### src/rtl/load_store_unit_if.sv
// Data-memory request/acknowledge bus between the load/store unit and memory.
// One request is outstanding at a time; memory answers with a single-cycle ack.
interface load_store_unit_if;
  logic        mem_req;
  logic        mem_we;
  logic [31:0] mem_addr;
  logic [31:0] mem_wdata;
  logic [3:0]  mem_wstrb;
  logic [31:0] mem_rdata;
  logic        mem_ack;

  modport master (
    output mem_req, mem_we, mem_addr, mem_wdata, mem_wstrb,
    input  mem_rdata, mem_ack
  );

  modport slave (
    input  mem_req, mem_we, mem_addr, mem_wdata, mem_wstrb,
    output mem_rdata, mem_ack
  );
endinterface

### src/rtl/load_store_unit.sv
// Memory-access stage: one load/store per instruction over a req/ack bus, with
// sign/zero-extended load return, lane-replicated stores and a timeout abort.
module load_store_unit #(
  parameter int unsigned TIMEOUT = 255
) (
  input  logic                      clk,
  input  logic                      rst,
  input  logic                      MemRead,
  input  logic                      MemWrite,
  input  logic [2:0]                funct3,
  input  logic [31:0]               ALUResult,
  input  logic [31:0]               ReadData2,
  output logic                      stall,
  output logic [31:0]               LoadData,
  output logic                      fault,
  output logic                      bus_error,
  load_store_unit_if.master         mem
);

  localparam int CNT_W = $clog2(TIMEOUT + 1);

  typedef enum logic [1:0] {IDLE, WAIT, DONE} state_e;

  state_e             state_q, state_d;
  logic               req_q, req_d;
  logic               we_q, we_d;
  logic [31:0]        addr_q, addr_d;
  logic [31:0]        wdata_q, wdata_d;
  logic [3:0]         wstrb_q, wstrb_d;
  logic [2:0]         funct3_q, funct3_d;
  logic [1:0]         lane_q, lane_d;
  logic [31:0]        load_data_q, load_data_d;
  logic               bus_error_q, bus_error_d;
  logic [CNT_W-1:0]   cnt_q, cnt_d;

  logic               legal, aligned, access_valid;
  logic [31:0]        store_wdata;
  logic [3:0]         store_wstrb;
  logic [31:0]        rdata_shifted;
  logic [31:0]        load_ext;

  // Unsigned loads exist only on the read side; stores stop at funct3 010.
  // NOTE: every combinational output gets a default first so no path leaves it unassigned (no latch).
  always_comb begin
    legal = 1'b0;
    case (funct3)
      3'b000, 3'b001, 3'b010: legal = 1'b1;
      3'b100, 3'b101:         legal = MemRead;
      default:                legal = 1'b0;
    endcase
    aligned = 1'b1;
    case (funct3[1:0])
      2'b10:   aligned = (ALUResult[1:0] == 2'b00);
      2'b01:   aligned = ~ALUResult[0];
      default: aligned = 1'b1;
    endcase
    access_valid = (MemRead ^ MemWrite) & legal & aligned;
  end

  always_comb begin
    store_wdata = ReadData2;
    store_wstrb = 4'b1111;
    case (funct3[1:0])
      2'b00: begin
        store_wdata = {4{ReadData2[7:0]}};
        store_wstrb = 4'b0001 << ALUResult[1:0];
      end
      2'b01: begin
        store_wdata = {2{ReadData2[15:0]}};
        store_wstrb = 4'b0011 << ALUResult[1:0];
      end
      default: ;
    endcase
  end

  // Halfword accesses are aligned, so shifting by the byte lane also selects the half.
  always_comb begin
    rdata_shifted = mem.mem_rdata >> {lane_q, 3'b000};
    case (funct3_q)
      3'b000:  load_ext = {{24{rdata_shifted[7]}}, rdata_shifted[7:0]};
      3'b100:  load_ext = {24'h0, rdata_shifted[7:0]};
      3'b001:  load_ext = {{16{rdata_shifted[15]}}, rdata_shifted[15:0]};
      3'b101:  load_ext = {16'h0, rdata_shifted[15:0]};
      default: load_ext = mem.mem_rdata;
    endcase
  end

  // NOTE: sequential state uses non-blocking assignments only, so every flop samples pre-edge values.
  // NOTE: the async reset clears every register, including the captured access fields.
  always_ff @(posedge clk or posedge rst) begin
    if (rst) begin
      state_q     <= IDLE;
      req_q       <= 1'b0;
      we_q        <= 1'b0;
      addr_q      <= '0;
      wdata_q     <= '0;
      wstrb_q     <= '0;
      funct3_q    <= '0;
      lane_q      <= '0;
      load_data_q <= '0;
      bus_error_q <= 1'b0;
      cnt_q       <= '0;
    end else begin
      state_q     <= state_d;
      req_q       <= req_d;
      we_q        <= we_d;
      addr_q      <= addr_d;
      wdata_q     <= wdata_d;
      wstrb_q     <= wstrb_d;
      funct3_q    <= funct3_d;
      lane_q      <= lane_d;
      load_data_q <= load_data_d;
      bus_error_q <= bus_error_d;
      cnt_q       <= cnt_d;
    end
  end

  // LoadData and bus_error are single-cycle pulses: they only hold a value in DONE.
  always_comb begin
    state_d     = state_q;
    req_d       = req_q;
    we_d        = we_q;
    addr_d      = addr_q;
    wdata_d     = wdata_q;
    wstrb_d     = wstrb_q;
    funct3_d    = funct3_q;
    lane_d      = lane_q;
    load_data_d = '0;
    bus_error_d = 1'b0;
    cnt_d       = '0;
    case (state_q)
      IDLE: begin
        if (access_valid) begin
          state_d  = WAIT;
          req_d    = 1'b1;
          we_d     = MemWrite;
          addr_d   = {ALUResult[31:2], 2'b00};
          wdata_d  = MemWrite ? store_wdata : 32'h0;
          wstrb_d  = MemWrite ? store_wstrb : 4'b0000;
          funct3_d = funct3;
          lane_d   = ALUResult[1:0];
        end
      end
      WAIT: begin
        if (mem.mem_ack) begin
          state_d     = DONE;
          req_d       = 1'b0;
          load_data_d = we_q ? 32'h0 : load_ext;
        end else if (cnt_q == CNT_W'(TIMEOUT - 1)) begin
          state_d     = DONE;
          req_d       = 1'b0;
          bus_error_d = 1'b1;
          cnt_d       = cnt_q + 1'b1;
        end else begin
          cnt_d = cnt_q + 1'b1;
        end
      end
      DONE:    state_d = IDLE;
      default: state_d = IDLE;
    endcase
  end

  always_comb begin
    stall = 1'b0;
    fault = 1'b0;
    case (state_q)
      IDLE: begin
        stall = access_valid;
        fault = (MemRead | MemWrite) & ~access_valid;
      end
      WAIT:    stall = 1'b1;
      default: ;
    endcase
  end

  assign mem.mem_req   = req_q;
  assign mem.mem_we    = we_q;
  assign mem.mem_addr  = addr_q;
  assign mem.mem_wdata = wdata_q;
  assign mem.mem_wstrb = wstrb_q;
  assign LoadData      = load_data_q;
  assign bus_error     = bus_error_q;

endmodule

### src/flat_wrapper.sv
// flat-port wrapper written by rule: the top's interface ports become plain ports
module load_store_unit_flat 
#(
  parameter int unsigned TIMEOUT = 255
)
  (clk, rst, MemRead, MemWrite, funct3, ALUResult, ReadData2, stall, LoadData, fault, bus_error, mem_mem_req, mem_mem_we, mem_mem_addr, mem_mem_wdata, mem_mem_wstrb, mem_mem_rdata, mem_mem_ack);
  load_store_unit_if mem_i ();
  input  logic clk;
  input  logic rst;
  input  logic MemRead;
  input  logic MemWrite;
  input  logic [2:0] funct3;
  input  logic [31:0] ALUResult;
  input  logic [31:0] ReadData2;
  output logic stall;
  output logic [31:0] LoadData;
  output logic fault;
  output logic bus_error;
  output wire logic [$bits(mem_i.mem_req)-1:0] mem_mem_req;
  output wire logic [$bits(mem_i.mem_we)-1:0] mem_mem_we;
  output wire logic [$bits(mem_i.mem_addr)-1:0] mem_mem_addr;
  output wire logic [$bits(mem_i.mem_wdata)-1:0] mem_mem_wdata;
  output wire logic [$bits(mem_i.mem_wstrb)-1:0] mem_mem_wstrb;
  input wire logic [$bits(mem_i.mem_rdata)-1:0] mem_mem_rdata;
  input wire logic [$bits(mem_i.mem_ack)-1:0] mem_mem_ack;
  assign mem_mem_req = mem_i.mem_req;
  assign mem_mem_we = mem_i.mem_we;
  assign mem_mem_addr = mem_i.mem_addr;
  assign mem_mem_wdata = mem_i.mem_wdata;
  assign mem_mem_wstrb = mem_i.mem_wstrb;
  assign mem_i.mem_rdata = mem_mem_rdata;
  assign mem_i.mem_ack = mem_mem_ack;
  load_store_unit #(.TIMEOUT(TIMEOUT)) u_core (.clk(clk), .rst(rst), .MemRead(MemRead), .MemWrite(MemWrite), .funct3(funct3), .ALUResult(ALUResult), .ReadData2(ReadData2), .stall(stall), .LoadData(LoadData), .fault(fault), .bus_error(bus_error), .mem(mem_i));
endmodule
### config.mk
export PLATFORM = sky130hd
export DESIGN_NAME = load_store_unit_flat
export DESIGN_NICKNAME = d
export VERILOG_FILES = /design/src/rtl/load_store_unit_if.sv /design/src/rtl/load_store_unit.sv /design/src/flat_wrapper.sv
export SDC_FILE = /design/constraint.sdc
export NUM_CORES = 1
export LEC_CHECK = 0
export ABC_CLOCK_PERIOD_IN_PS = 5800
export CAP_MARGIN = 20
export CELL_PAD_IN_SITES_DETAIL_PLACEMENT = 1
export CELL_PAD_IN_SITES_GLOBAL_PLACEMENT = 2
export CORE_AREA = 2 2 144 146
export CTS_CLUSTER_DIAMETER = 120
export DETAILED_ROUTE_END_ITERATION = 7
export DIE_AREA = 0 0 146 148
export PLACE_DENSITY_LB_ADDON = 0.1
export SLEW_MARGIN = 10
export SYNTH_ARGS = -nofsm -noshare
export SYNTH_HDL_FRONTEND = slang
export SYNTH_SLANG_ARGS = --single-unit
### constraint.sdc
create_clock -name clk -period 5.8 [get_ports clk]
set_clock_uncertainty 0.15 [all_clocks]
set_input_delay 1.16 -clock clk [delete_from_list [all_inputs] [get_ports clk]]
set_output_delay 1.16 -clock clk [all_outputs]
set_load 0.01 [all_outputs]
==> key figures <==
Run status
  • Status: completed

Global route
  • GRT overflow: 0
  • Number of global-route vias before repair: 4656
  • M1 GR Usage: 0.2159
  • GR Util All Layers: 0.1608
  • Largest net degree at the start of global routing: 55
  • Grt met2 use: 0.2601
  • First-pass GRT wire length: 27.03 mm
  • Most used routing layer: met2
  • Initial antenna violation count: 0
  • Met3 usage: 0.04167

Synth
  • Post-Synth Adder-Cell Area: 0.01408
  • Post-synth EDFFs: 0
  • Largest family of logic cells by synthesized area: compound AO/OA/AOI/OAI gates
  • Synth cell types: 48
  • Multiplexer share of the synthesized area: 0.1329
  • Top cell type's share of synthesized area: 0.5446
  • Post-Syn Area per Cell: 11.66 um2
  • FF+latch count, synth: 116
  • Netlist Area Pre-Place: 5330 um2
  • Post-synth top area cell: dfrtp_1
  • Simple-gate share of the synthesized area: 0.06761
  • Syn Inst Count: 457
  • Sequential fraction of the synthesis area: 0.5446
  • Syn. warnings: 0
  • Top FF cell, synth: dfrtp_1
  • Largest cells by area after synthesis: dfrtp_1, mux2_2, mux2i_1
  • Compound-Gate Fraction of Synth Area: 0.1826
  • Post-synthesis xor/xnor area fraction: 0.008216
  • Synth async-reset ratio: 1.000

STA
  • Final Hold Viols: 0
  • Period utilization: 0.8603
  • Final setup vio count: 0
  • Worst-margin pin slew: 0.9838 ns
  • Max Slew Vio Count: 0
  • Fmax: 200.4 MHz
  • Max-slew headroom: 0.3442
  • Unrepaired setup endpoints after global routing: no
  • Post-route setup TNS: 0 ns
  • Tmin final: 4.990 ns

Finish
  • Area added between synthesis and finish: 54.13%
  • N_diodes: 0
  • Number of fill cells: 2202
  • Nets: 766
  • Most common cell after layout, fill and taps aside: clkdlybuf4s50_1
  • Share of layout cells above drive strength 1: 0.1390
  • Most frequent cells in the layout: clkdlybuf4s50_1, dfrtp_1, a21oi_1, o21ai_0, mux2_2

Setup path
  • RR Startpoint: u_core.lane_q[0]
  • Critical path arrival: 3.68 ns
  • CP Data Required Time: 4.49 ns
  • CP cell instances: clkdlybuf4s50_1 -> inv_1 -> ha_1 -> nor2_2 -> o22ai_2 -> a31oi_1 -> clkdlybuf4s50_1
  • R2r endpoint: u_core.LoadData[26]
  • Setup Crit Path Kind: input port to output pin
  • Startpoint Class: input port
  • Worst path max stage delay: 0.58 ns
  • Reg-to-reg slack, setup: 2.71 ns
  • Reg2reg path depth: 4
  • Crit end category: output pin
  • CP most frequent cell: clkdlybuf4s50_1
  • CP max stage cell: clkdlybuf4s50_1
  • Critical path fanouts, max: 14
  • CP top delay family: buffers and inverters
  • Worst path bufs/invs: 3

Min path
  • Hold Crit Start: u_core.cnt_q[0]
  • Worst hold stages: 1
  • Hold Path Class: flip-flop to flip-flop
  • Hold path endpoint: u_core.cnt_q[0]

Clock tree
  • Cts bufs inserted: 17
  • Hold buffers post-CTS: 0
  • H-Tree Depth: 4
  • Clock tree sinks: 116
  • Post-CTS sizing: 0
  • Worst skew pair latency: 0.41 ns
  • Worst-path clk slew: 0.06 ns
  • Clock Tree Buf Depth: 2
  • CTS tree: built
  • Post-CTS Setup Inserts: 0
  • Root Buffer: clkbuf_16

Placed design
  • HPWL Detailed: 12.74 mm
  • Routability-driven placement congestion ratio: 0.7693
  • Port buffer count: 206

Routing
  • Final ANT Viol Nets: 0
  • Vias per cell: 4.587
  • DRT iter0 DRCs: 183
  • Avg WL per Cell: 18.28 um
  • Total number of vias: 4307
  • DRC: 0
  • Final Routed Wirelength: 17.16 mm
  • DRT Pass-1 Iters: 4

Floorplanning
  • Die area: 21610 um2
  • Initial Utilization: 0.2660
  • Die width: 146 um
  • Core area: 20040 um2
  • Die height: 148 um
  • IO Pins: 209
  • Row count: 52

Flow run
  • Number of max-cap violations: 0

Power and ir drop
  • VDD IR max: 0.0001921 V
  • Leakage: 3.729 nW
  • Pwr dens: 426.7 nW/um2
  • Overall Power: 0.003506 W
==> cells in the mapped netlist (9+ instances only) <==
cell type	instances
a21o_1	19
inv_1	24
nor2_1	26
dfrtp_1	116
mux2_1	9
a21oi_1	36
o21ai_0	30
a21o_2	13
a22o_1	9
and3_1	11
mux2i_1	28
clkbuf_1	12
mux2_2	29
==> how the worst max path moves through the flow <==
stage	slack (ns)	from	endpoint	depth (start not counted)
detailed placement	0.78	funct3[1]	fault	7
global route	0.61	funct3[1]	fault	7
global placement	0.94	funct3[1]	fault	7
floorplan	1.42	rst	u_core.LoadData[0]	1
CTS	0.77	funct3[1]	fault	7
finish	0.81	funct3[1]	fault	7
==> state kept, by name, indices dropped and copies added, names as in the netlist, 2 cells and up <==
register              flops
u_core.LoadData          32
u_core.mem.mem_wdata     32
u_core.mem.mem_addr      30
u_core.cnt_q              8
u_core.mem.mem_wstrb      4
u_core.funct3_q           3
u_core.lane_q             2
u_core.state_q            2
==> cells by family after synthesis <==
group	count (synthesis)
compound gates	139
flops	116
simple gates	68
mux	66
buf+inv	56
fa+ha+maj	6
xor+xnor	5
other cells	1
==> layer usage <==
layer	vias up	wire (um)
li1	2032	-
met1	2132	7992
met2	134	8180
met3	9	846
met4	0	146
met5	-	0
==> report_power, final <==
part	internal (W)	leakage (nW)	switching, W	total [W]
Clock	0.000691	0.293	0.000405	0.00110
Combinational	0.000686	1.94	0.000517	0.00120
Sequential	0.00104	1.50	0.000171	0.00121
==> per-stage QoR <==
stage	utilization	cells	area, um2	hold slack (ns)	setup slack, ns
floorplan	-	458	5334	0.3036	1.418
global placement	0.3793	907	7601	0.3237	0.9387
detailed placement	0.3793	907	7601	0.3226	0.7803
CTS	0.4100	939	8215	0.3379	0.7740
global route	0.4100	939	8215	0.3481	0.6067
finish	0.4100	939	8215	0.3331	0.8100
==> layout make-up <==
type / instances / area (um2) / area share
Sequential cell: 116 / 2903 / 0.3533
Multi-Input combinational cell: 286 / 2168 / 0.2639
Timing Repair Buffer: 211 / 2100 / 0.2556
Clock buffer: 18 / 439.2 / 0.05346
Tap cell: 270 / 337.8 / 0.04112
Clock inverter: 14 / 175.2 / 0.02132
Inverter: 24 / 92.59 / 0.01127
No activity file was read; power rests on OpenSTA's default activity.
